<file path="config.mk">
export PLATFORM = sky130hd
export DESIGN_NAME = adex_param_loader_tx_flat
export DESIGN_NICKNAME = d
export VERILOG_FILES = /design/src/rtl/adex_param_loader_tx_if.sv /design/src/rtl/adex_param_loader_tx.sv /design/src/flat_wrapper.sv
export SDC_FILE = /design/constraint.sdc
export NUM_CORES = 1
export LEC_CHECK = 0
export ABC_CLOCK_PERIOD_IN_PS = 12300
export CORE_MARGIN = 2
export CORE_UTILIZATION = 56
export DETAILED_ROUTE_END_ITERATION = 8
export PLACE_DENSITY = 0.86
export SYNTH_ARGS = -nofsm -noshare
export SYNTH_HDL_FRONTEND = slang
export SYNTH_SLANG_ARGS = --single-unit
export TNS_END_PERCENT = 1
</file>
<file path="constraint.sdc">
create_clock -name clk -period 12.3 [get_ports clk]
set_input_delay 2.46 -clock clk [delete_from_list [all_inputs] [get_ports clk]]
set_output_delay 2.46 -clock clk [all_outputs]
set_load 0.02 [all_outputs]
</file>
<file path="src/rtl/adex_param_loader_tx_if.sv">
// adex_param_loader_tx_if: host command and nibble-serial receiver signals for the AdEx parameter loader
interface adex_param_loader_tx_if;
  logic        start_i;
  logic        abort_i;
  logic [63:0] params_i;
  logic        ready_i;
  logic        load_mode_o;
  logic        load_enable_o;
  logic [3:0]  nibble_o;
  logic        busy_o;
  logic        done_o;
  logic        err_o;
  modport slave (
    input  start_i, abort_i, params_i, ready_i,
    output load_mode_o, load_enable_o, nibble_o, busy_o, done_o, err_o
  );
  modport master (
    output start_i, abort_i, params_i, ready_i,
    input  load_mode_o, load_enable_o, nibble_o, busy_o, done_o, err_o
  );
endinterface

</file>
<file path="src/rtl/adex_param_loader_tx.sv">
// adex_param_loader_tx: sends eight parameter bytes as arm edge, 16 nibbles and 0xF footer, then awaits ready
module adex_param_loader_tx #(
  parameter int LOW_CYC       = 2,
  parameter int HIGH_CYC      = 2,
  parameter int READY_TIMEOUT = 64
) (
  input logic                  clk,
  input logic                  rst_n,
  adex_param_loader_tx_if.slave bus
);
  localparam int M1 = (LOW_CYC > HIGH_CYC) ? LOW_CYC : HIGH_CYC;
  localparam int M2 = (M1 > READY_TIMEOUT) ? M1 : READY_TIMEOUT;
  localparam int CW = $clog2(M2 + 1);
  localparam logic [CW-1:0] LO_END = CW'(LOW_CYC - 1);
  localparam logic [CW-1:0] HI_END = CW'(HIGH_CYC - 1);
  localparam logic [CW-1:0] RT_END = CW'(READY_TIMEOUT - 1);
  localparam logic [2:0] IDLE     = 3'd0;
  localparam logic [2:0] GAP      = 3'd1;
  localparam logic [2:0] SLOT_LO  = 3'd2;
  localparam logic [2:0] SLOT_HI  = 3'd3;
  localparam logic [2:0] WAIT_RDY = 3'd4;
  localparam logic [2:0] DONE     = 3'd5;

  logic [2:0]    state_q, state_d;
  logic [4:0]    s_q, s_d;
  logic [CW-1:0] cyc_q, cyc_d;
  logic [63:0]   p_q, p_d;
  logic [3:0]    nib_q, nib_d, slot_nib, k;
  logic          done_q, done_d, err_q, err_d;

  // slot s carries nibble k=s-1; nibble index k^1 puts each byte's high nibble first
  assign k        = 4'(s_d - 5'd1);
  assign slot_nib = (s_d == 5'd0) ? 4'h0 : (s_d == 5'd17) ? 4'hF : p_q[{k ^ 4'd1, 2'b00} +: 4];

  always_comb begin
    state_d = state_q;
    s_d     = s_q;
    p_d     = p_q;
    err_d   = err_q;
    cyc_d   = (state_q inside {GAP, SLOT_LO, SLOT_HI, WAIT_RDY}) ? cyc_q + CW'(1) : '0;
    case (state_q)
      IDLE, DONE: if (bus.start_i) begin
        state_d = GAP;
        p_d     = bus.params_i;
        err_d   = 1'b0;
      end
      GAP: if (cyc_q == CW'(1)) begin
        state_d = SLOT_LO;
        s_d     = 5'd0;
        cyc_d   = '0;
      end
      SLOT_LO: if (cyc_q == LO_END) begin
        state_d = SLOT_HI;
        cyc_d   = '0;
      end
      SLOT_HI: if (cyc_q == HI_END) begin
        state_d = (s_q == 5'd17) ? WAIT_RDY : SLOT_LO;
        s_d     = s_q + 5'd1;
        cyc_d   = '0;
      end
      WAIT_RDY: if (READY_TIMEOUT == 0 || bus.ready_i) state_d = DONE;
        else if (cyc_q == RT_END) begin
          state_d = IDLE;
          err_d   = 1'b1;
        end
      default: state_d = IDLE;
    endcase
    if (bus.abort_i) begin
      state_d = IDLE;
      p_d     = p_q;
      err_d   = err_q;
    end
    done_d = (state_d == DONE) && (state_q != DONE);
    nib_d  = (state_d == SLOT_LO && state_q != SLOT_LO) ? slot_nib :
             (state_d == IDLE || state_d == GAP) ? 4'h0 : nib_q;
  end

  always_ff @(posedge clk) begin
    if (!rst_n) begin
      state_q <= IDLE;
      s_q     <= '0;
      cyc_q   <= '0;
      p_q     <= '0;
      nib_q   <= '0;
      done_q  <= 1'b0;
      err_q   <= 1'b0;
    end else begin
      state_q <= state_d;
      s_q     <= s_d;
      cyc_q   <= cyc_d;
      p_q     <= p_d;
      nib_q   <= nib_d;
      done_q  <= done_d;
      err_q   <= err_d;
    end
  end

  assign bus.load_mode_o   = state_q inside {SLOT_LO, SLOT_HI, WAIT_RDY, DONE};
  assign bus.load_enable_o = state_q == SLOT_HI;
  assign bus.busy_o        = state_q inside {GAP, SLOT_LO, SLOT_HI, WAIT_RDY};
  assign bus.nibble_o      = nib_q;
  assign bus.done_o        = done_q;
  assign bus.err_o         = err_q;
endmodule

</file>
<file path="src/flat_wrapper.sv">
// flat-port wrapper written by rule: the top's interface ports become plain ports
module adex_param_loader_tx_flat 
#(
  parameter int LOW_CYC       = 2,
  parameter int HIGH_CYC      = 2,
  parameter int READY_TIMEOUT = 64
)
  (clk, rst_n, bus_start_i, bus_abort_i, bus_params_i, bus_ready_i, bus_load_mode_o, bus_load_enable_o, bus_nibble_o, bus_busy_o, bus_done_o, bus_err_o);
  adex_param_loader_tx_if bus_i ();
  input logic clk;
  input logic rst_n;
  input wire logic [$bits(bus_i.start_i)-1:0] bus_start_i;
  input wire logic [$bits(bus_i.abort_i)-1:0] bus_abort_i;
  input wire logic [$bits(bus_i.params_i)-1:0] bus_params_i;
  input wire logic [$bits(bus_i.ready_i)-1:0] bus_ready_i;
  output wire logic [$bits(bus_i.load_mode_o)-1:0] bus_load_mode_o;
  output wire logic [$bits(bus_i.load_enable_o)-1:0] bus_load_enable_o;
  output wire logic [$bits(bus_i.nibble_o)-1:0] bus_nibble_o;
  output wire logic [$bits(bus_i.busy_o)-1:0] bus_busy_o;
  output wire logic [$bits(bus_i.done_o)-1:0] bus_done_o;
  output wire logic [$bits(bus_i.err_o)-1:0] bus_err_o;
  assign bus_i.start_i = bus_start_i;
  assign bus_i.abort_i = bus_abort_i;
  assign bus_i.params_i = bus_params_i;
  assign bus_i.ready_i = bus_ready_i;
  assign bus_load_mode_o = bus_i.load_mode_o;
  assign bus_load_enable_o = bus_i.load_enable_o;
  assign bus_nibble_o = bus_i.nibble_o;
  assign bus_busy_o = bus_i.busy_o;
  assign bus_done_o = bus_i.done_o;
  assign bus_err_o = bus_i.err_o;
  adex_param_loader_tx #(.LOW_CYC(LOW_CYC), .HIGH_CYC(HIGH_CYC), .READY_TIMEOUT(READY_TIMEOUT)) u_core (.clk(clk), .rst_n(rst_n), .bus(bus_i));
endmodule
</file>
# After elaboration in Yosys (flattened, before gate mapping)
# Index checks and enable logic that the tools add are counted.
dict set report totals {
  reg_bits 85
  in_bits 69
  output_inout_bits 9
  word_cells 67
}
dict set report op_classes {
  addsub 3
  eq_ne 17
  shift 1
  mux 23
  bitwise_logic 2
  reduce_logical 14
}
# op count
set op_table {}
lappend op_table {{64-bit by 7-bit indexed part select with 4-bit output} 1}
lappend op_table {{3-bit 2-to-1 mux} 8}
lappend op_table {{7-bit 2-to-1 mux} 3}
lappend op_table {{4-bit 2-to-1 mux} 4}
lappend op_table {{3-bit one-hot mux with 5 select lines} 1}
lappend op_table {{5-bit == test, second input constant} 2}
lappend op_table {{5-bit 2-to-1 mux} 2}
lappend op_table {{5-bit one-hot mux with 2 select lines} 1}
lappend op_table {{3-bit by 2-bit == test with 1-bit output, second input constant} 3}
lappend op_table {{3-bit == test, second input constant} 3}
lappend op_table {{4-bit nonzero test} 2}
lappend op_table {{7-bit by 1-bit adder with 7-bit output, second input constant} 1}
lappend op_table {{7-bit by 1-bit == test with 1-bit output, second input constant} 1}
lappend op_table {{7-bit by 6-bit == test with 1-bit output, second input constant} 1}
lappend op_table {{3-bit by 1-bit == test with 1-bit output, second input constant} 2}
lappend op_table {{3-bit logical NOT} 2}
lappend op_table {{2-bit != test, second input constant} 3}
lappend op_table {{5-bit by 1-bit adder with 5-bit output, second input constant} 1}
lappend op_table {{5-bit logical NOT} 1}
lappend op_table {{5-bit AND reduction} 1}
lappend op_table {{2-bit nonzero test} 2}
lappend op_table {{4-bit by 1-bit subtractor with 4-bit output, second input constant} 1}
lappend op_table {{1-bit 2-to-1 mux} 3}
lappend op_table {{3-bit by 2-bit != test with 1-bit output, second input constant} 1}
lappend op_table {{other kinds (8)} 10}

# Longest topological paths before layout
# Gate-level depths: netlist of the first run.
dict set report depth {
  depth_word 9
  mapped_depth 20
  mapped_depth_nobuf 16
}

# Least setup slack after synthesis of the first run
# Ideal clock, no wire load.
dict set report synth_timing {
  path_type {register to register}
  start {register u_core.cyc_q[0]}
  end {register u_core.nib_q[0], in the netlist u_core.bus.nibble_o[0]}
  arrival_time_ns 4.622
  setup_slack_ns 7.551
  path_stages_with_launch 20
  n_path_buf 4
  path_cell_list {dfxtp_1 ha_1 or4b_1 buf_2 nor3_1 inv_1 ha_1 nor2b_1 a2111oi_0 nor2_1 clkbuf_1 inv_1 ha_1 or4_4 and2_1 buf_6 buf_8 mux4_1 a221oi_1 a31oi_1}
}
dict set report synth_between {
  elab_chain_cells 9
  word_cells_on_any_way 26
  classes_between {1 x add/sub; 5 x eq/ne; 1 x shift; 13 x mux; 1 x bitwise; 5 x reduce/logical}
}
# item line
set synth_rtl {}
lappend synth_rtl {{from (decl)} adex_param_loader_tx.sv:26} ;# logic [CW-1:0] cyc_q, cyc_d;
lappend synth_rtl {{from (signal assigned)} adex_param_loader_tx.sv:90} ;# cyc_q <= cyc_d;
lappend synth_rtl {{7-bit by 1-bit == test with 1-bit output *} {adex_param_loader_tx.sv:47, adex_param_loader_tx.sv:56}}
lappend synth_rtl {{5-bit 2-to-1 mux, on equally long branches} {adex_param_loader_tx.sv:56, adex_param_loader_tx.sv:47}}
lappend synth_rtl {{5-bit one-hot mux with 2 select lines *} adex_param_loader_tx.sv:41} ;# case (state_q)
lappend synth_rtl {{named net u_core.s_d[0]} adex_param_loader_tx.sv:25} ;# logic [4:0] s_q, s_d;
lappend synth_rtl {{4-bit by 1-bit subtractor with 4-bit output} adex_param_loader_tx.sv:32} ;# assign k = 4'(s_d - 5'd1);
lappend synth_rtl {{1-bit NOT (no source line)} -}
lappend synth_rtl {{64-bit by 7-bit indexed part select with 4-bit output} adex_param_loader_tx.sv:33} ;# assign slot_nib = (s_d == 5'd0) ? 4'h0 : (s_d == 5'd17) ? 4'hF : p_q[{k ^ 4'd1, 2'b00} +: 4];
lappend synth_rtl {{4-bit 2-to-1 mux} adex_param_loader_tx.sv:33}
lappend synth_rtl {{4-bit 2-to-1 mux *} adex_param_loader_tx.sv:33}
lappend synth_rtl {{4-bit 2-to-1 mux *} adex_param_loader_tx.sv:74} ;# nib_d = (state_d == SLOT_LO && state_q != SLOT_LO) ? slot_nib :
lappend synth_rtl {{to (signal assigned)} adex_param_loader_tx.sv:92} ;# nib_q <= nib_d;
lappend synth_rtl {{to (decl)} adex_param_loader_tx.sv:28} ;# logic [3:0] nib_q, nib_d, slot_nib, k;
# The timed path passes the listed nets; every way through them passes the cells marked *.
# A chain may end at the register's enable or synchronous reset.

# Worst setup path after layout of the first run
dict set report layout_timing {
  start {register u_core.cyc_q[0]}
  end {register u_core.nib_q[1], in the netlist u_core.bus.nibble_o[1]}
}
dict set report layout_between {
  elab_chain_cells 9
  word_cells_on_any_way 26
  classes_between {1 x add/sub; 5 x eq/ne; 1 x shift; 13 x mux; 1 x bitwise; 5 x reduce/logical}
}
# item line
set layout_rtl {}
lappend layout_rtl {{7-bit by 1-bit == test with 1-bit output} {adex_param_loader_tx.sv:47, adex_param_loader_tx.sv:52, adex_param_loader_tx.sv:56}}
lappend layout_rtl {{5-bit 2-to-1 mux, on equally long branches} {adex_param_loader_tx.sv:56, adex_param_loader_tx.sv:47}}
lappend layout_rtl {{5-bit one-hot mux with 2 select lines} adex_param_loader_tx.sv:41}
lappend layout_rtl {{4-bit by 1-bit subtractor with 4-bit output} adex_param_loader_tx.sv:32}
lappend layout_rtl {{1-bit NOT (no source line)} -}
lappend layout_rtl {{64-bit by 7-bit indexed part select with 4-bit output} adex_param_loader_tx.sv:33}
lappend layout_rtl {{4-bit 2-to-1 mux (2 in a row)} adex_param_loader_tx.sv:33}
lappend layout_rtl {{4-bit 2-to-1 mux} adex_param_loader_tx.sv:74}
# Several ways; a longest one is shown, not always the timed one.

==> results of run 1 <==
-- cells in the final DEF, fill, tap and decap left out, types with 2 or more instances in the layout --
cell type / instances
mux2_2: 2
clkinv_2: 3
and3_2: 3
a221oi_1: 4
nor3_1: 5
clkbuf_8: 10
a22oi_1: 5
dfxtp_1: 85
nor2b_1: 2
o21ai_0: 9
clkinv_4: 2
xor2_1: 2
a31oi_1: 5
nand3_1: 4
nor2_1: 20
and3_1: 3
clkdlybuf4s50_1: 77
inv_1: 9
mux4_1: 14
o211a_1: 2
and3b_1: 2
nor4_1: 4
o21a_1: 2
a21oi_1: 75
and2_1: 4
nor3b_1: 2
ha_1: 8
xnor2_1: 4
nand2_1: 142
-- area by class of cell --
class	instances	area (µm²)
inverters	10	37.5
fillers	541	1880
repair buffers	78	778
multi-input cells	347	2120
clock inverters	6	62.6
flip-flops and latches	85	1700
clock buffers	10	138
well taps	96	120
-- flip-flops by register name, indices dropped and copies added, names as in the netlist --
signal	count
u_core.p_q	64
u_core.cyc_q	7
u_core.s_q	5
u_core.bus.nibble_o	4
u_core.state_q	3
u_core.bus.done_o	1
u_core.bus.err_o	1
-- stage by stage --
step                      hold slack, ns  worst slack [ns]  area, µm²
after floorplan                    0.429              7.55       3980
after global placement             0.441              7.44       4760
after detailed placement           0.448              7.17       4760
after CTS                          0.462              7.14       4960
after global routing               0.473              6.55       4960
final                              0.460              7.10       4960
-- tightest hold or removal path: stages, from the launching register on --
cell and delay [ns]:
dfxtp_1 0.32, nand2_1 0.05, a21oi_1 0.05
-- power by group --
group          internal (mW)  switching, mW  leakage [nW]
logic                 0.0383         0.0329          1.02
clock network         0.0990          0.102         0.106
registers              0.285        0.00743         0.692
total                  0.423          0.143          1.81
-- cells in the mapped netlist, types with 2 or more instances --
| cell | n |
|---|---|
| xor2_1 | 2 |
| dfxtp_1 | 85 |
| o211a_1 | 2 |
| and2_1 | 4 |
| and3_1 | 4 |
| nor4_1 | 4 |
| nand3_1 | 5 |
| mux2_2 | 2 |
| o21ai_0 | 9 |
| nor2b_1 | 2 |
| xnor2_1 | 4 |
| and3b_1 | 2 |
| nor3b_1 | 2 |
| and3_2 | 2 |
| nor3_1 | 5 |
| buf_1 | 2 |
| inv_1 | 9 |
| o21a_1 | 2 |
| nand2_1 | 142 |
| a221oi_1 | 4 |
| clkbuf_1 | 23 |
| a21oi_1 | 75 |
| ha_1 | 8 |
| mux4_1 | 14 |
| a31oi_1 | 5 |
| a22oi_1 | 5 |
| nor2_1 | 21 |
-- cells by family after synthesis --
logic type	after synthesis	share of synthesized area (%)
AO/OA/AOI/OAI	113	16.5
buffers and inverters	39	4.27
XOR/XNOR	6	1.32
adder cells (fa/ha/maj)	8	2.51
AND/OR/NAND/NOR	203	22.3
multiplexers	17	10.4
flip-flops	85	42.7
-- layer usage --
layer | up-vias | track usage (%) | share of wire [%]
li1 | 1772 | - | -
met1 | 1698 | 31.6 | 40
met2 | 128 | 44.8 | 50
met3 | 38 | 4.10 | 4.9
met4 | 0 | 17.2 | 5.3
met5 | - | 0 | 0
-- how the worst max path moves through the flow --
stage	start	to	slack, ns
after detailed placement	u_core.cyc_q[0]$_SDFF_PN0_	u_core.bus.nibble_o[1]$_SDFFE_PN0P_	7.17
after global routing	u_core.cyc_q[0]$_SDFF_PN0_	u_core.bus.nibble_o[1]$_SDFFE_PN0P_	6.55
final	u_core.cyc_q[0]$_SDFF_PN0_	u_core.bus.nibble_o[1]$_SDFFE_PN0P_	7.10
after global placement	u_core.cyc_q[0]$_SDFF_PN0_	u_core.bus.nibble_o[0]$_SDFFE_PN0P_	7.44
after CTS	u_core.cyc_q[0]$_SDFF_PN0_	u_core.bus.nibble_o[1]$_SDFFE_PN0P_	7.14
after floorplan	u_core.cyc_q[0]$_SDFF_PN0_	u_core.bus.nibble_o[0]$_SDFFE_PN0P_	7.55
==> summary.md, run 1 <==
| Metric | Value |
|---|---|
| Crit path kind | `register to register` |
| RSZ-0062 raised after global routing | `false` |
| Layout Nets | `608` |
| Worst-Margin Slew | `about 1.2 ns` |
| ANT cells | `0` |
| Leakage | `1.81 nW` |
| Worst vdd ir | `0.0901 mV` |
| Largest net degree at the start of global routing | `72` |
| Unique masters post-synth | `54` |
| Synth Instances | `roughly 470` |
| Cell Pwr Density | `114 nW/µm²` |
| Crit share post-route | `a little over two fifths` |
| Top cells by area, synth | `dfxtp_1 43%, nand2_1 13%, a21oi_1 9.4%, mux4_1 9.2%, ha_1 2.5%` |
| Fin cells | `between 600 and 700` |
| Buf/Inv on CP | `2` |
| Gpl congestion | `0.905` |
| Post-synth EDFFs | `0` |
| Mapped Area | `3980 µm²` |
| Crit. End Element | `register` |
| Final Util | `around 73%` |
| Status | `finished clean` |
| Crit-path leading delay family | `simple AND/OR/NAND/NOR gates` |
| Worst path depth | `15` |
| Total power draw | `565 µW` |
| Fmax | `192 MHz` |
| CP cell instances | `ha_1 > or4b_1 > nor3_1 > inv_1 > ha_1 > nor2b_1 > a2111oi_0 > nor2_2 > inv_1 > ha_1 > or4_4 > and2_1 > mux4_1 > a221oi_1 > a31oi_1` |
| Critical Path Max Stage Delay | `0.90 ns` |
| Primary FF master, synth | `dfxtp_1` |
| DIE HEIGHT | `88.3 µm` |
| Post-Route Skew | `about 0.013 ns` |
| Hold Path Sink | `u_core.p_q[23]$_SDFFE_PN0P_` |
| Seq cells post-synth | `85` |
| R2R Path End | `u_core.bus.nibble_o[1]$_SDFFE_PN0P_` |
| Yosys Warn Count | `0` |
| CTS sink count | `85` |
| Vias in the first global route | `3,515` |
| Largest area contributor in the netlist | `dfxtp_1` |
| RR Startpoint | `u_core.cyc_q[0]$_SDFF_PN0_` |
| Clock Tree Root | `clkbuf_8` |
| Sequential share of the synthesized area | `42.7%` |
| Total length of routed wires | `9780 µm` |
| Initial antenna violation count | `0` |
| I/O Pins | `78` |
| Clk_lat worst skew | `roughly 0.36 ns` |
| First-pass GRT wire length | `16,000 µm` |
| DP Cell Count | `616` |
| Dpl hpwl | `7070 µm` |
| Die width | `88.3 µm` |
| Setup repair bufs after CTS | `0` |
| Routed WL per cell | `about 15 µm` |
| Slew Limit Fails | `0` |
| DRT iter0 DRCs | `roughly 220` |
| Relative slew margins | `22.6%` |
| Via density | `between 5 and 6` |
| PostCTS Resize Cnt | `0` |
| Hold path startpoint | `u_core.p_q[23]$_SDFFE_PN0P_` |
| Asr flop ratio synth | `0%` |
| Syn_nets | `548` |
| TritonCTS clock tree | `yes` |
| Vias | `3,636` |
| Grt ovf | `0` |
| FF-to-FF setup slack | `between 7 and 8 ns` |
| I/O Buffers | `between 70 and 80` |
| Cell mode on critical path | `ha_1` |
| Rows | `30` |
| Final count of negative-setup-slack endpoints | `0` |
| H-tree levels | `3` |
| CTS Hold Buffers Added | `0` |
| Clock tree buffer depth | `2` |
| Yosys top cell area share | `42.7%` |
| Crit-path max FO | `19` |
| Post-route setup TNS | `0 ns` |
| Drt first pass iters | `5` |
| P&R area growth vs syn | `24.5%` |
| Worst Reg-to-Reg Cells | `15` |
| Crit-path slowest cell | `a2111oi_0` |
| Starting Density | `58.3%` |
| Post-route ant nets | `0` |
| Max-cap viol count | `0` |
| DRC | `0` |
| WHS Path Cells | `2` |
| All-layer global routing usage | `between 20% and 30%` |
| CTS clk-pin slew, worst paths | `0.09 ns` |
| Die area | `between 7000 and 8000 µm²` |
| Fin crit period | `5.20 ns` |
| CTS Buf Count | `9` |
| Worst hold path type | `register to register` |
| Mapped Avg Cell Area | `roughly 8.5 µm²` |
| Fraction of layout cells with a size suffix above 1 | `roughly 5.6%` |
| Startpoint Class | `register` |
| Core Area | `6830 µm²` |
| Hold Fails Final Rpt | `0` |
| Worst EP required | `between 10 and 15 ns` |
| Worst path arrival time | `between 5 and 6 ns` |
Power figures use the tool's default switching activity.
==> inputs of run 2 (changes only) <==
--- a/config.mk
+++ b/config.mk
@@ -5,11 +5,11 @@
 export SDC_FILE = /design/constraint.sdc
 export NUM_CORES = 1
 export LEC_CHECK = 0
-export ABC_CLOCK_PERIOD_IN_PS = 12300
+export ABC_CLOCK_PERIOD_IN_PS = 5300
 export CORE_MARGIN = 2
-export CORE_UTILIZATION = 56
+export CORE_UTILIZATION = 52
 export DETAILED_ROUTE_END_ITERATION = 8
-export PLACE_DENSITY = 0.86
+export PLACE_DENSITY = 0.8
 export SYNTH_ARGS = -nofsm -noshare
 export SYNTH_HDL_FRONTEND = slang
 export SYNTH_SLANG_ARGS = --single-unit
==> constraint.sdc (replaced) <==
create_clock -name clk -period 5.3 [get_ports clk]
set_input_delay 1.06 -clock clk [delete_from_list [all_inputs] [get_ports clk]]
set_output_delay 1.06 -clock clk [all_outputs]
set_load 0.02 [all_outputs]
==> summary.md, run 2 (synthesis gave the netlist of run 1 again) <==
| Metric | Value |
|---|---|
| Status | `finished clean` |
| Die area | `8370 µm²` |
| Worst vdd ir | `0.166 mV` |
| Met2 WL | `slightly below 5000 µm` |
| Fmax | `about 220 MHz` |
| All-layer global routing usage | `23.9%` |
| P&R area growth vs syn | `24.8%` |
| Biggest regs | `u_core.p_q x64, u_core.cyc_q x7, u_core.s_q x5` |
| Clock tree buffer depth | `2` |
| Most flop-heavy register | `u_core.p_q` |
| CTS Buf Count | `9` |
| Total length of routed wires | `9720 µm` |
| First-pass GRT wire length | `16,100 µm` |
| Dpl hpwl | `6990 µm` |
| CTS clk-pin slew, worst paths | `0.08 ns` |
| Cell Pwr Density | `262 nW/µm²` |
| Slew Limit Fails | `0` |
| Startpoint Class | `register` |
| Final count of negative-setup-slack endpoints | `0` |
| Min Hold Slack | `0.460 ns` |
| Commonest non-fill, non-tap cell in the layout | `nand2_1` |
| P_sw | `~320 µW` |
| Post-route ant nets | `0` |
| Seq pwr share | `52.0%` |
| Switching share of total power | `around 25%` |
| Commonest non-fill, non-tap cells in the layout | `142 x nand2_1, 85 x dfxtp_1, 77 x clkdlybuf4s50_1, 75 x a21oi_1, 20 x nor2_1` |
| WL met3 | `roughly 600 µm` |
| Crit share post-route | `85.3%` |
| Clock share of power | `35.1%` |
| I/O Pins | `78` |
| Vias in the first global route | `3,460` |
| Grt ovf | `0` |
| CTS sink count | `85` |
| H-tree levels | `3` |
| Combinational share of power | `12.9%` |
| Fin crit period | `4.52 ns` |
| Fillcell total | `~590` |
| DRT iter0 DRCs | `192` |
| DIE HEIGHT | `91.5 µm` |
| I/O Buffers | `77` |
| ANT cells | `0` |
| Relative slew margins | `23.6%` |
| Starting Density | `a little over half` |
| Leakage | `1.81 nW` |
| Largest net degree at the start of global routing | `72` |
| Worst EP required | `~5.5 ns` |
| Max-cap viol count | `0` |
| Fraction of layout cells with a size suffix above 1 | `5.58%` |
| Worst-Margin Slew | `between 1 and 1.5 ns` |
| Top routing layer in use | `met4` |
| Drt first pass iters | `5` |
| Layout Nets | `610` |
| Initial antenna violation count | `0` |
| Hold Fails Final Rpt | `0` |
| Via density | `between 5 and 6` |
| PostCTS Resize Cnt | `0` |
| Rows | `31` |
| Clock Tree Root | `clkbuf_8` |
| Max reg flops | `64` |
| Total power draw | `1.30 mW` |
| Die width | `approximately 92 µm` |
| TritonCTS clock tree | `yes` |
| Worst setup margin | `~0.78 ns` |
| Crit path kind | `register to register` |
| Worst hold path type | `register to register` |
| Final instance area | `roughly 5000 µm²` |
| Crit. End Element | `register` |
| Worst path arrival time | `4.75 ns` |
| DRT met1 WL | `around 4000 µm` |
| Setup repair bufs after CTS | `0` |
| Vias | `3,602` |
| Post-route setup TNS | `0 ns` |
| Clk_lat worst skew | `0.35 ns` |
| Internal power | `slightly below 1 mW` |
| CTS Hold Buffers Added | `0` |
| Core Area | `approximately 7300 µm²` |
| Gpl congestion | `0.906` |
| RSZ-0062 raised after global routing | `false` |
| DP Area | `4770 µm²` |
| Setup WS pre-CTS | `0.888 ns` |
| DRC | `0` |
| Crit-path max FO | `14` |
| Routed WL per cell | `15.3 µm` |
| Post-Route Skew | `0.00546 ns` |
run 2: changes by cell type in the layout (fill, tap and decap cells not counted), sizes merged:
cell	before	now
clkinv	5	2
clkbuf	10	12
buf	1	3
clkinvlp	0	1
run 2: worst paths after layout:
path	startpoint	end	slack (ns)	depth (start not counted)
setup / recovery	u_core.cyc_q[0]$_SDFF_PN0_	u_core.bus.nibble_o[1]$_SDFFE_PN0P_	0.78	16
hold / removal	u_core.p_q[23]$_SDFFE_PN0P_	u_core.p_q[23]$_SDFFE_PN0P_	0.46	2
setup reg to reg	u_core.cyc_q[0]$_SDFF_PN0_	u_core.bus.nibble_o[1]$_SDFFE_PN0P_	0.78	16
hold reg to reg	u_core.p_q[23]$_SDFFE_PN0P_	u_core.p_q[23]$_SDFFE_PN0P_	0.46	2
run 2: cell type report:
type	count	area (µm²)	area share [%]
clock inverters	4	47.5	0.957
flip-flops and latches	85	1700	34.3
well taps	99	124	2.49
inverters	10	37.5	0.756
repair buffers	80	793	16.0
multi-input cells	347	2120	42.6
clock buffers	12	145	2.92
run 2: power groups by stage:
stage	Combinational (mW)	Clock [mW]	Sequential, mW
6_report	0.168	0.457	0.678
5_1_grt	0.184	0.486	0.680
4_1_cts	0.168	0.460	0.677
3_5_place_dp	0.167	0	0.692
3_3_place_gp	0.162	0	0.692
2_1_floorplan	0.0996	0	0.684
run 2: per-stage QoR:
stage	cells	util (%)
after global placement	621	65.1
after floorplan	471	-
after detailed placement	621	65.1
final	637	67.8
after CTS	637	67.8
after global routing	637	67.8
run 2: critical path: stages, from the launching register on:
cell and delay, ns:
dfxtp_1 0.38, ha_1 0.17, or4b_1 0.61, nor3_1 0.37, inv_1 0.09, ha_1 0.28, nor2b_1 0.04, a2111oi_0 0.39
buf_4 0.20, nor2_2 0.04, inv_1 0.11, ha_1 0.21, or4_4 0.16, and2_1 0.51, mux4_1 0.38, a221oi_1 0.33
a31oi_1 0.13
run 2: routing by layer:
metal | vias up | GRT usage (%)
met5 | - | 0
met4 | 0 | 8.96
met3 | 25 | 3.82
met2 | 135 | 41.7
met1 | 1669 | 29.4
li1 | 1773 | -
==> inputs of run 3 (changes only) <==
--- a/config.mk
+++ b/config.mk
@@ -6,7 +6,7 @@
 export NUM_CORES = 1
 export LEC_CHECK = 0
 export ABC_CLOCK_PERIOD_IN_PS = 5300
-export CORE_MARGIN = 2
+export CORE_MARGIN = 8
 export CORE_UTILIZATION = 52
 export DETAILED_ROUTE_END_ITERATION = 8
 export PLACE_DENSITY = 0.8
==> summary.md, run 3 (synthesis gave the netlist of run 1 again) <==
| Metric | Value |
|---|---|
| Cell mode on critical path | `ha_1` |
| Worst EP required | `5.54 ns` |
| Clock tree buffer depth | `2` |
| Gpl congestion | `0.859` |
| Clock share of power | `between 30% and 40%` |
| Crit-path max FO | `14` |
| Clock Tree Root | `clkbuf_8` |
| Critical Path Max Stage Delay | `0.60 ns` |
| Initial antenna violation count | `0` |
| Slew Limit Fails | `0` |
| Relative slew margins | `between 20 and 25%` |
| Commonest non-fill, non-tap cells in the layout | `142 x nand2_1, 85 x dfxtp_1, 77 x clkdlybuf4s50_1, 75 x a21oi_1, 20 x nor2_1` |
| Final count of negative-setup-slack endpoints | `0` |
| Largest net degree at the start of global routing | `72` |
| P&R area growth vs syn | `24.5%` |
| Met1 Use GR | `a little over a fifth` |
| Area of the multi-input gates | `~2100 µm²` |
| ANT cells | `0` |
| CTS clk-pin slew, worst paths | `0.09 ns` |
| Crit-path slowest cell | `or4b_1` |
| DP Cell Count | `624` |
| Post-route setup TNS | `0 ns` |
| CTS Buf Count | `9` |
| Die area | `10,700 µm²` |
| Setup repair bufs after CTS | `0` |
| P_sw | `between 300 and 400 µW` |
| Commonest non-fill, non-tap cell in the layout | `nand2_1` |
| Register area | `between 1500 and 2000 µm²` |
| Biggest regs | `u_core.p_q x64, u_core.cyc_q x7, u_core.s_q x5` |
| Gr busiest metal | `met2` |
| Starting Density | `52.6%` |
| Met3 usage | `4.77%` |
| Min Hold Slack | `between 0.4 and 0.5 ns` |
| Most flop-heavy register | `u_core.p_q` |
| Worst path arrival time | `4.71 ns` |
| Dpl hpwl | `7750 µm` |
| Grt ovf | `0` |
| CTS sink count | `85` |
| Internal power | `948 µW` |
| Fmax | `224 MHz` |
| Crit-path leading delay family | `simple AND/OR/NAND/NOR gates` |
| Max reg flops | `64` |
| Startpoint Class | `register` |
| CTS Hold Buffers Added | `0` |
| Leakage | `approximately 1.8 nW` |
| Die width | `approximately 100 µm` |
| I/O Buffers | `77` |
| I/O Pins | `about 80` |
| DRT iter0 DRCs | `224` |
| PostCTS Resize Cnt | `0` |
| Max-cap viol count | `0` |
| DIE HEIGHT | `104 µm` |
| CP cell instances | `ha_1 > or4b_1 > nor3_1 > inv_1 > ha_1 > nor2b_1 > a2111oi_0 > buf_4 > nor2_2 > inv_1 > ha_1 > or4_4 > and2_1 > mux4_1 > a221oi_1 > a31oi_1` |
| Seq pwr share | `53.7%` |
| RSZ-0062 raised after global routing | `false` |
| All-layer global routing usage | `19.4%` |
| TritonCTS clock tree | `yes` |
| Core Area | `7570 µm²` |
| H-tree levels | `3` |
| DRC | `0` |
| Worst vdd ir | `~0.17 mV` |
| Switching share of total power | `25.2%` |
| Buf/Inv on CP | `3` |
| Status | `finished clean` |
| Post-Route Skew | `approximately 0.013 ns` |
| Crit path kind | `register to register` |
| Clk_lat worst skew | `0.36 ns` |
| Rows | `32` |
| Fraction of layout cells with a size suffix above 1 | `around 5.6%` |
| Worst-Margin Slew | `1.15 ns` |
| Vias | `3,589` |
| Combinational share of power | `13.2%` |
| Hold Fails Final Rpt | `0` |
| Drt first pass iters | `5` |
| Via density | `5.61` |
| Routed WL per cell | `16.4 µm` |
| Cell Pwr Density | `255 nW/µm²` |
| Layout Nets | `610` |
| Vias in the first global route | `3,554` |
| Fin cells | `640` |
| Total length of routed wires | `10,500 µm` |
| Crit. End Element | `register` |
| Worst hold path type | `register to register` |
| Post-route ant nets | `0` |
| Crit share post-route | `84.2%` |
| Fillcell total | `650` |
| Fin crit period | `4.46 ns` |
| First-pass GRT wire length | `between 15,000 and 20,000 µm` |
| Grt met2 use | `34.3%` |
-- run 3: worst reg2reg max path, cell delays in order, from the launching register on --
cell and delay, ns:
dfxtp_1 0.39, ha_1 0.17, or4b_1 0.60, nor3_1 0.32, inv_1 0.08, ha_1 0.28, nor2b_1 0.04, a2111oi_0 0.38
buf_4 0.20, nor2_2 0.04, inv_1 0.11, ha_1 0.23, or4_4 0.17, and2_1 0.47, mux4_1 0.39, a221oi_1 0.34
a31oi_1 0.12
-- run 3: per-layer routing --
layer / routed length (µm) / part of all wire, %
met1: 4300 / 41
met2: 5430 / 52
met3: 560 / 5.3
met4: 209 / 2.0
met5: 0 / 0
-- run 3: path summary, 6_finish.rpt --
| kind | from | endpoint | slack (ns) | depth (start not counted) |
|---|---|---|---|---|
| max reg2reg | u_core.cyc_q[0]$_SDFF_PN0_ | u_core.bus.nibble_o[2]$_SDFFE_PN0P_ | 0.84 | 16 |
| min | u_core.p_q[3]$_SDFFE_PN0P_ | u_core.p_q[3]$_SDFFE_PN0P_ | 0.46 | 2 |
| max | u_core.cyc_q[0]$_SDFF_PN0_ | u_core.bus.nibble_o[2]$_SDFFE_PN0P_ | 0.84 | 16 |
| min reg2reg | u_core.p_q[3]$_SDFFE_PN0P_ | u_core.p_q[3]$_SDFFE_PN0P_ | 0.46 | 2 |
-- run 3: power by group through the flow --
stage / combinational, mW / clock [mW] / sequential [mW]
floorplan: 0.0996 / 0 / 0.684
global placement: 0.163 / 0 / 0.693
detailed placement: 0.166 / 0 / 0.694
CTS: 0.167 / 0.423 / 0.679
global route: 0.184 / 0.459 / 0.681
finish: 0.167 / 0.419 / 0.680
-- run 3: final cells by class --
class                   instances  area share, %
inverters                      10          0.757
multi-input cells             347           42.7
flip-flops and latches         85           34.3
well taps                     102           2.57
clock inverters                 3          0.404
repair buffers                 80           16.0
clock buffers                  13           3.21
-- run 3: metrics by stage --
stage	power (mW)	instance area [µm²]	worst slack [ns]	util, %
2_1_floorplan	0.784	3980	0.551	-
3_3_place_gp	0.856	4780	1.12	63.1
3_5_place_dp	0.860	4780	0.925	63.1
4_1_cts	1.27	4960	0.894	65.5
5_1_grt	1.32	4960	0.567	65.5
6_report	1.27	4960	0.838	65.5
